`src/rtl/atm_multi_account_ctrl.sv`:
```
// ATM session controller: serial account lookup, PIN retry lockout, OTP gate on large
// debits and BALANCE/WITHDRAW/DEPOSIT/TRANSFER against an N-entry account table.
module atm_multi_account_ctrl #(
  parameter int NUM_ACC    = 8,
  parameter int ACC_W      = 12,
  parameter int PIN_W      = 4,
  parameter int BAL_W      = 11,
  parameter int OTP_W      = 4,
  parameter int INIT_BAL   = 500,
  parameter int MAX_TRIES  = 3,
  parameter int OTP_THRESH = 200
) (
  input  logic                       clk,
  input  logic                       rst,
  input  logic                       exit,
  input  logic                       card_valid,
  input  logic [ACC_W-1:0]           acc_num,
  input  logic                       pin_valid,
  input  logic [PIN_W-1:0]           pin,
  input  logic                       otp_valid,
  input  logic [OTP_W-1:0]           otp,
  input  logic                       op_valid,
  input  logic [1:0]                 op,
  input  logic [BAL_W-1:0]           amount,
  input  logic [ACC_W-1:0]           dest_acc,
  input  logic                       prov_we,
  input  logic [$clog2(NUM_ACC)-1:0] prov_idx,
  input  logic [ACC_W-1:0]           prov_acc,
  input  logic [PIN_W-1:0]           prov_pin,
  output logic                       busy,
  output logic                       session,
  output logic                       resp_valid,
  output logic                       error,
  output logic [2:0]                 err_code,
  output logic [BAL_W-1:0]           balance
);

  localparam int IDX_W = $clog2(NUM_ACC);
  localparam int TRY_W = $clog2(MAX_TRIES + 1);
  localparam logic [IDX_W-1:0] LAST_IDX = IDX_W'(NUM_ACC - 1);
  localparam logic [BAL_W-1:0] THRESH   = BAL_W'(OTP_THRESH);

  localparam logic [2:0] S_IDLE      = 3'd0;
  localparam logic [2:0] S_FIND      = 3'd1;
  localparam logic [2:0] S_GET_PIN   = 3'd2;
  localparam logic [2:0] S_GET_OTP   = 3'd3;
  localparam logic [2:0] S_MENU      = 3'd4;
  localparam logic [2:0] S_FIND_DEST = 3'd5;
  localparam logic [2:0] S_EXEC      = 3'd6;

  localparam logic [1:0] OP_BAL = 2'd0;
  localparam logic [1:0] OP_DEP = 2'd2;
  localparam logic [1:0] OP_XFR = 2'd3;

  localparam logic [2:0] E_OK       = 3'd0;
  localparam logic [2:0] E_NO_ACC   = 3'd1;
  localparam logic [2:0] E_BAD_PIN  = 3'd2;
  localparam logic [2:0] E_LOCKED   = 3'd3;
  localparam logic [2:0] E_BAD_OTP  = 3'd4;
  localparam logic [2:0] E_INSUFF   = 3'd5;
  localparam logic [2:0] E_OVERFLOW = 3'd6;
  localparam logic [2:0] E_BAD_DEST = 3'd7;

  logic [ACC_W-1:0] tbl_acc   [NUM_ACC];
  logic [PIN_W-1:0] tbl_pin   [NUM_ACC];
  logic [BAL_W-1:0] tbl_bal   [NUM_ACC];
  logic [TRY_W-1:0] tbl_tries [NUM_ACC];
  logic             tbl_lock  [NUM_ACC];

  logic [2:0]       state;
  logic [IDX_W-1:0] idx, sess_idx, dest_idx;
  logic [ACC_W-1:0] key_acc;   // card number during FIND, destination during FIND_DEST
  logic [1:0]       txn_op;
  logic [BAL_W-1:0] txn_amt;
  logic [OTP_W-1:0] txn_cnt;

  logic [ACC_W-1:0] acc_sel;
  logic [PIN_W-1:0] pin_sel;
  logic [BAL_W-1:0] sess_bal, dest_bal, sess_diff;
  logic [BAL_W:0]   sess_sum, dest_sum;
  logic             insuff, search_hit;
  logic [OTP_W-1:0] exp_otp;

  // NOTE: every always_comb output is assigned unconditionally, so no latch can form.
  always_comb begin
    acc_sel    = tbl_acc[sess_idx];
    pin_sel    = tbl_pin[sess_idx];
    sess_bal   = tbl_bal[sess_idx];
    dest_bal   = tbl_bal[dest_idx];
    sess_diff  = sess_bal - txn_amt;
    sess_sum   = {1'b0, sess_bal} + {1'b0, txn_amt};
    dest_sum   = {1'b0, dest_bal} + {1'b0, txn_amt};
    insuff     = txn_amt > sess_bal;
    search_hit = tbl_acc[idx] == key_acc;
    exp_otp    = acc_sel[OTP_W-1:0] ^ pin_sel[OTP_W-1:0] ^ txn_cnt;
    busy       = (state == S_FIND) || (state == S_FIND_DEST) || (state == S_EXEC);
    error      = |err_code;
  end

  // NOTE: all state below is updated with non-blocking assignments so every register
  // samples the pre-edge values regardless of statement order.
  always_ff @(posedge clk or posedge rst) begin
    if (rst) begin
      state      <= S_IDLE;
      idx        <= '0;
      sess_idx   <= '0;
      dest_idx   <= '0;
      key_acc    <= '0;
      txn_op     <= '0;
      txn_amt    <= '0;
      txn_cnt    <= '0;
      session    <= 1'b0;
      resp_valid <= 1'b0;
      err_code   <= E_OK;
      balance    <= '0;
      // NOTE: the table must come back to known contents on reset, so it is built from
      // resettable flops rather than an uninitialised memory.
      for (int k = 0; k < NUM_ACC; k++) begin
        tbl_acc[k]   <= ACC_W'(1000 + k);
        tbl_pin[k]   <= PIN_W'(k);
        tbl_bal[k]   <= BAL_W'(INIT_BAL);
        tbl_tries[k] <= '0;
        tbl_lock[k]  <= 1'b0;
      end
    end else begin
      resp_valid <= 1'b0;
      if (exit && state != S_IDLE) begin
        state   <= S_IDLE;
        session <= 1'b0;
        balance <= '0;
      end else begin
        case (state)
          S_IDLE: begin
            if (prov_we && (int'(prov_idx) < NUM_ACC)) begin
              tbl_acc[prov_idx]   <= prov_acc;
              tbl_pin[prov_idx]   <= prov_pin;
              tbl_tries[prov_idx] <= '0;
              tbl_lock[prov_idx]  <= 1'b0;
            end
            if (card_valid) begin
              key_acc <= acc_num;
              idx     <= '0;
              state   <= S_FIND;
            end
          end
          S_FIND: begin
            if (search_hit) begin
              sess_idx   <= idx;
              resp_valid <= 1'b1;
              err_code   <= tbl_lock[idx] ? E_LOCKED : E_OK;
              state      <= tbl_lock[idx] ? S_IDLE : S_GET_PIN;
            end else if (idx == LAST_IDX) begin
              resp_valid <= 1'b1;
              err_code   <= E_NO_ACC;
              state      <= S_IDLE;
            end else begin
              idx <= idx + 1'b1;
            end
          end
          S_GET_PIN: begin
            if (pin_valid) begin
              resp_valid <= 1'b1;
              if (pin == pin_sel) begin
                tbl_tries[sess_idx] <= '0;
                session             <= 1'b1;
                balance             <= sess_bal;
                err_code            <= E_OK;
                state               <= S_MENU;
              end else begin
                tbl_tries[sess_idx] <= tbl_tries[sess_idx] + 1'b1;
                if (tbl_tries[sess_idx] == TRY_W'(MAX_TRIES - 1)) begin
                  tbl_lock[sess_idx] <= 1'b1;
                  err_code           <= E_LOCKED;
                  state              <= S_IDLE;
                end else begin
                  err_code <= E_BAD_PIN;
                end
              end
            end
          end
          S_MENU: begin
            if (op_valid) begin
              txn_op  <= op;
              txn_amt <= amount;
              key_acc <= dest_acc;
              idx     <= '0;
              if (op == OP_BAL) begin
                resp_valid <= 1'b1;
                err_code   <= E_OK;
              end else if (op != OP_DEP && amount >= THRESH) begin
                state <= S_GET_OTP;
              end else begin
                state <= (op == OP_XFR) ? S_FIND_DEST : S_EXEC;
              end
            end
          end
          S_GET_OTP: begin
            if (otp_valid) begin
              if (otp == exp_otp) begin
                state <= (txn_op == OP_XFR) ? S_FIND_DEST : S_EXEC;
              end else begin
                resp_valid <= 1'b1;
                err_code   <= E_BAD_OTP;
                state      <= S_MENU;
              end
            end
          end
          S_FIND_DEST: begin
            if (search_hit && key_acc != acc_sel) begin
              dest_idx <= idx;
              state    <= S_EXEC;
            end else if (search_hit || idx == LAST_IDX) begin
              resp_valid <= 1'b1;
              err_code   <= E_BAD_DEST;
              state      <= S_MENU;
            end else begin
              idx <= idx + 1'b1;
            end
          end
          S_EXEC: begin
            state      <= S_MENU;
            resp_valid <= 1'b1;
            // Errors leave the table, balance and transaction counter untouched.
            if (txn_op == OP_DEP) begin
              if (sess_sum[BAL_W]) begin
                err_code <= E_OVERFLOW;
              end else begin
                tbl_bal[sess_idx] <= sess_sum[BAL_W-1:0];
                balance           <= sess_sum[BAL_W-1:0];
                txn_cnt           <= txn_cnt + 1'b1;
                err_code          <= E_OK;
              end
            end else if (insuff) begin
              err_code <= E_INSUFF;
            end else if (txn_op == OP_XFR && dest_sum[BAL_W]) begin
              err_code <= E_OVERFLOW;
            end else begin
              tbl_bal[sess_idx] <= sess_diff;
              balance           <= sess_diff;
              if (txn_op == OP_XFR) tbl_bal[dest_idx] <= dest_sum[BAL_W-1:0];
              txn_cnt  <= txn_cnt + 1'b1;
              err_code <= E_OK;
            end
          end
          default: state <= S_IDLE;
        endcase
      end
    end
  end

endmodule

```
`config.mk`:
```
export PLATFORM = sky130hd
export DESIGN_NAME = atm_multi_account_ctrl
export DESIGN_NICKNAME = d
export VERILOG_FILES = /design/src/rtl/atm_multi_account_ctrl.sv
export SDC_FILE = /design/constraint.sdc
export NUM_CORES = 1
export LEC_CHECK = 0
export ABC_CLOCK_PERIOD_IN_PS = 8200
export BUFFER_PORTS_ARGS = -buffer_cell sky130_fd_sc_hd__clkbuf_2
export CAP_MARGIN = 20
export CORE_AREA = 2 2 188 190
export CTS_CLUSTER_SIZE = 12
export DETAILED_ROUTE_END_ITERATION = 12
export DIE_AREA = 0 0 190 192
export PLACE_DENSITY_LB_ADDON = 0.25
export SLEW_MARGIN = 20
export SYNTH_ARGS = -nofsm -noshare
export SYNTH_HDL_FRONTEND = slang
export SYNTH_SLANG_ARGS = --single-unit
```
`constraint.sdc`:
```
create_clock -name clk -period 8.2 [get_ports clk]
set_input_delay 0 -clock clk [delete_from_list [all_inputs] [get_ports clk]]
set_output_delay 0 -clock clk [all_outputs]
set_load 0.02 [all_outputs]
```
Word-level counts from Yosys, hierarchy flattened
Cells that the tools add are included.
{ "word_totals": {"inputBits": 72, "register_bits": 297, "word_cells": 291} }
{ "op_classes": {"magnitude_cmp": 9, "n_addsub": 6, "n_bitwise": 14, "n_eq_ne": 46, "reduce_logical": 35, "mux": 129} }
{ "ops": {"columns": ["op", "n"], "rows": [
  ["88-bit two-way mux", 5],
  ["88-bit bitwise mux", 3],
  ["11-bit two-way mux", 13],
  ["96-bit bitwise mux", 1],
  ["3-bit two-way mux", 32],
  ["12-bit two-way mux", 7],
  ["12-bit binary-select mux with 3-bit select", 2],
  ["11-bit binary-select mux with 3-bit select", 2],
  ["11-bit demux with 3-bit select", 2],
  ["16-bit two-way mux", 3],
  ["12-bit demux with 3-bit select", 1],
  ["16-bit AND", 2],
  ["32-bit bitwise mux", 1],
  ["8-bit two-way mux", 4],
  ["2-bit != test, second input constant", 16],
  ["16-bit NOT", 2],
  ["16-bit case mux with 2 select lines", 1],
  ["4-bit two-way mux", 7],
  ["11-bit by 11-bit adder with 12-bit output", 2],
  ["12-bit case mux with 2 select lines", 1],
  ["11-bit case mux with 2 select lines", 1],
  ["3-bit case mux with 7 select lines", 1],
  ["2-bit two-way mux", 10],
  ["1-bit two-way mux", 19],
  ["other kinds (53)", 101]
]} }

Longest topological paths before layout
{ "depth": {"word_depth": 11, "ltp_mapped": 20, "mapped_depth_nobuf": 17} }

Least setup slack after synthesis
No wires, ideal clock.
{ "synth_path": {"kind": "register -> register", "startpoint": "register dest_idx[0]", "endpoint": "register tbl_bal[41] in the netlist's numbering", "arrival_time_ps": 4399, "stages_incl_launch_ff": 16, "setup_time_ps": 63, "period_less_slack_ps": 4462, "setup_slack_ps": 3738, "required_time_ps": 8137, "cell_sequence": "dfrtp_1 clkbuf_1 buf_1 mux4_2 mux2_2 ha_1 fa_1 a21o_1 a21oi_1 o21bai_1 a2111oi_0 nor2_1 xnor2_1 nor2_1 a211oi_1 a221o_1"} }
{ "synth_between": {"elab_chain_len": 10, "elab_cells_between_ends": 18, "cone_classes": "1 x add/sub; 2 x order compare; 1 x eq/ne; 10 x mux; 1 x bitwise; 3 x reduce/logical"} }
{ "synth_lines": {"columns": ["item", "line_no", "text"], "rows": [
  ["start, declared", "71", "logic [IDX_W-1:0] idx, sess_idx, dest_idx;"],
  ["start signal, assigned", "210", "dest_idx <= idx;"],
  ["3-bit NOT with 4-bit output (not written as such) *", "89, 240", null],
  ["11-bit binary-select mux with 3-bit select (tied with other cells)", "89", "dest_bal = tbl_bal[dest_idx];"],
  ["11-bit two-way mux (not written as such) or 1-bit logical AND (tied branches)", "89, 240", null],
  ["11-bit two-way mux, on equally long branches", "89, 240", null],
  ["11-bit by 11-bit adder with 12-bit output or 11-bit demux with 3-bit select (tied branches)", "92, 240", null],
  ["88-bit bitwise mux", "240", "if (txn_op == OP_XFR) tbl_bal[dest_idx] <= dest_sum[BAL_W-1:0];"],
  ["88-bit two-way mux", "240", null],
  ["88-bit two-way mux", "235", "end else if (txn_op == OP_XFR && dest_sum[BAL_W]) begin"],
  ["88-bit two-way mux", "233", "end else if (insuff) begin"],
  ["88-bit two-way mux", "224", "if (txn_op == OP_DEP) begin"],
  ["end signal, assigned by index", "228", "tbl_bal[sess_idx] <= sess_sum[BAL_W-1:0];"],
  ["end signal, assigned by index", "238", "tbl_bal[sess_idx] <= sess_diff;"],
  ["end signal, assigned by index", "240", null],
  ["end, declared", "66", "logic [BAL_W-1:0] tbl_bal [NUM_ACC];"]
]} }
Every way passes the cells marked *; elsewhere a longest branch is shown, timed or not. The select of a mux whose other input is x is not followed.
A chain may end at the register's enable or synchronous reset.

Worst setup path after layout
{ "layout_path": {"startpoint": "register sess_idx[2]", "endpoint": "register tbl_bal[74] in the netlist's numbering"} }
{ "layout_between": {"elab_chain_len": 11, "elab_cells_between_ends": 23, "cone_classes": "2 x add/sub; 3 x order compare; 2 x eq/ne; 13 x mux; 1 x bitwise; 2 x reduce/logical"} }
{ "layout_lines": {"columns": ["item", "line_no", "text"], "rows": [
  ["start, declared", "71", null],
  ["start signal, assigned", "148", "sess_idx <= idx;"],
  ["3-bit NOT with 4-bit output (not written as such) *", "88, 228, 238", null],
  ["11-bit binary-select mux with 3-bit select (tied with other cells)", "88", "sess_bal = tbl_bal[sess_idx];"],
  ["11-bit two-way mux (not written as such) or 1-bit logical AND (tied branches)", "88, 228, 238", null],
  ["11-bit two-way mux, on equally long branches", "88, 228, 238", null],
  ["11-bit subtractor or 11-bit demux with 3-bit select (tied branches)", "90, 228, 238", null],
  ["88-bit bitwise mux", "238", null],
  ["88-bit bitwise mux", "240", null],
  ["88-bit two-way mux", "240", null],
  ["88-bit two-way mux", "235", null],
  ["88-bit two-way mux", "233", null],
  ["88-bit two-way mux", "224", null]
]} }
Marks and branches as above.

==> results.json <==
{
  "via_count": 17200,
  "die-area_sq_mm": 0.0365,
  "antenna_cells": 0,
  "synth.most_common_cell": "nand2_1",
  "post-cts-setup-buffer-count": 0,
  "numCtsBuffers": 35,
  "clk_pin_slew_ns": 0.06,
  "period_needed_ns": 6.25,
  "ys_top_cells_by_area": "dfrtp_1 23%, dfstp_2 16%, mux2_2 9.3%",
  "required_ns": 8.68,
  "synth_cells": 1948,
  "timing.fmax_ghz": 0.160,
  "htreeDepth": 2,
  "nets": 2135,
  "grt_max_degree": 93,
  "clockPowerShare": 0.241,
  "wl_per_cell_um": 25.7,
  "totalWireLength_um": 64200,
  "clock_sinks": 297,
  "fin_crit_sh": 0.762,
  "synth-warning-count": 0,
  "grt_pass1_wl_um": 100000,
  "switching_share": 0.379,
  "cts_buffer_depth": 3,
  "min_path_type": "in -> reg",
  "power_frac_comb": 0.384,
  "synth-main-ff-cell": "dfrtp_1",
  "vdd_ir_drop_max_mv": 0.283,
  "row_count": 68,
  "syn-mean-instance-area_sq_um": 9.97,
  "ys_types": 86,
  "first_iter_violations": 2166,
  "root_buffer": "clkbuf_16",
  "synth_top_area_cell": "dfrtp_1",
  "syn_area_sq_mm": 0.0194,
  "core-area_sq_mm": 0.0343,
  "final.setup.tns_ns": 0,
  "maxCapViolations": 0,
  "synth_top_area_share": 0.228,
  "end_kind": "register",
  "drv_slew": 0,
  "seq_power_share": 0.375,
  "skew_ns": 0.0219,
  "gr-total-overflow": 0,
  "final_util": 0.639,
  "die_h_um": 192,
  "fp.dieW_um": 190,
  "multiInputGateArea_sq_mm": 0.0111,
  "setup_viol": 0,
  "slew_headroom": 0.180,
  "crit_arrival_ns": 6.72,
  "io_buffers": 89,
  "area_growth_syn_to_layout_pct": 12.9,
  "crit_type": "reg -> reg",
  "drc": 0,
  "syn-num-nets": 2061,
  "hold_slack_ns": 0.0319,
  "critical_path.startpoint_type": "register",
  "track_usage": 0.357,
  "postCtsResizedCells": 0,
  "worst_slew_pin_slew_ns": 1.23,
  "rsz0062_at_grt": "false",
  "drt_first_pass_iters": 6,
  "worst_slack_ns": 1.95,
  "cts_hold_buffers": 57,
  "status": "finished clean",
  "p_sw_mw": 2.49,
  "antenna_found_initial": 0,
  "fillCellCount": 2677,
  "dp_slack_ns": 2.28,
  "gp_congestion": 0.977,
  "synth_seq_cells": 297,
  "final-hold-violation-count": 0,
  "p_int_mw": 4.09,
  "cts_tree": "built",
  "p_per_area_mw_per_mm2": 301,
  "leakagePower_nw": 9.01,
  "ys_async_sr_fraction": 1.00,
  "postRouteAntennaNets": 0,
  "register_area_sq_mm": 0.00759,
  "yosys-top-cells-count": "203 x nand2_1, 177 x dfrtp_1, 160 x mux2_2, 121 x o21ai_0, 120 x dfstp_2",
  "synth_edf_count": 0,
  "vias_per_cell": 6.88,
  "dp_hpwl_um": 41300,
  "first_global_vias": 17000,
  "drive_above_1_share": 0.269,
  "crit_path_max_fanout": 54,
  "insertion_delay_ns": 0.55,
  "start_util": 0.566,
  "yosysSeqAreaShare": 0.391,
  "ioPinCount": 90
}
==> power groups by stage <==
stage	sequential (mW)	clock [mW]	combinational (mW)
floorplan	2.27	0	1.91
global placement	2.44	0	2.38
detailed placement	2.47	0	2.44
CTS	2.45	1.60	2.48
global route	2.52	1.66	2.71
finish	2.47	1.59	2.53
==> registers in the layout (all words and copies together) (netlist names) <==
signal,cells
tbl_acc,96
dest_idx,3
txn_amt,11
balance,11
idx,3
session,1
tbl_bal,88
err_code,3
txn_cnt,4
txn_op,2
state,3
sess_idx,3
tbl_tries,16
resp_valid,1
tbl_pin,32
tbl_lock,8
key_acc,12
==> metrics by stage <==
step                      cells  instance area, sq um  power [mW]
after global routing       2503                 21900        6.89
after global placement     2383                 20200        4.82
after floorplan            1948                 19400        4.18
after detailed placement   2383                 20200        4.91
after CTS                  2503                 21900        6.52
final                      2503                 21900        6.59
==> path summary, 6_finish.rpt <==
| kind | cells past startpoint | end | startpoint | slack (ns) |
|---|---|---|---|---|
| worst min register to register | 2 | tbl_lock[1] | tbl_lock[1] | 0.49 |
| worst max-delay path | 16 | tbl_bal[74] | sess_idx[2] | 1.95 |
| worst min-delay path | 5 | tbl_tries[5] | prov_idx[2] | 0.03 |
| worst max register to register | 16 | tbl_bal[74] | sess_idx[2] | 1.95 |
| max in group asynchronous | 5 | sess_idx[0] | rst | 5.90 |
| min in group asynchronous | 3 | txn_amt[1] | rst | 0.09 |
==> layout make-up <==
class                           count  area share
Clock buffer                       54      0.0473
Tap cell                          455      0.0260
Multi-Input combinational cell   1466       0.509
Inverter                           42     0.00754
Timing Repair Buffer              180      0.0586
Sequential cell                   297       0.346
Clock inverter                      9     0.00548
==> cells by family after synthesis <==
kind of cell / share of synthesized area
compound gates: 0.206
simple gates: 0.121
flops: 0.391
mux: 0.184
buf+inv: 0.0401
xor+xnor: 0.0312
fa+ha+maj: 0.0276
==> cells in the final DEF (no fill, tap or decap), types with 8 or more instances in the layout <==
cell type	synthesis	final
nor2b_1	9	9
nor2_1	115	109
nand4_1	19	19
mux2i_1	55	55
buf_4	6	33
xnor2_1	30	29
o21ai_1	10	9
o22ai_1	29	29
clkbuf_1	89	10
clkbuf_8	0	9
a31oi_1	14	13
mux4_2	53	53
mux2_2	160	160
nand3_1	45	45
o211ai_1	38	38
a221oi_1	8	8
xor2_1	34	34
nor3_1	32	28
ha_1	38	38
a221o_1	9	9
dfstp_2	120	120
dfrtp_1	177	174
o32a_1	15	15
o21ai_0	121	120
a22oi_1	93	93
a211oi_1	21	21
inv_1	40	39
nand2b_1	13	12
dlygate4sd3_1	0	57
clkbuf_2	0	89
and3_1	9	9
a21oi_1	117	117
clkbuf_16	0	35
a2bb2oi_1	9	9
nand2_1	203	203
a32oi_1	9	9
a22o_1	48	48
==> per-layer routing <==
layer,GRT usage,vias to the layer above,share of wire
li1,-,7491,-
met5,0,-,0
met2,0.572,1082,0.46
met3,0.0669,223,0.097
met4,0.206,0,0.063
met1,0.454,8420,0.38
==> worst max-delay path: stages, from the launching register on <==
cell and delay (ns):
dfrtp_1 0.63, nor3b_2 0.93, buf_4 0.51, a22oi_1 0.15, and4_1 0.36, inv_1 0.14
ha_1 0.15, nor2b_1 0.15, o211ai_1 0.14, a32oi_1 0.52, a311oi_1 0.22, and2_0 0.31
nor3_1 0.31, nand2b_1 0.09, buf_4 0.31, nor4b_2 0.90, a221o_1 0.30
(Power assumes the default switching activity.)
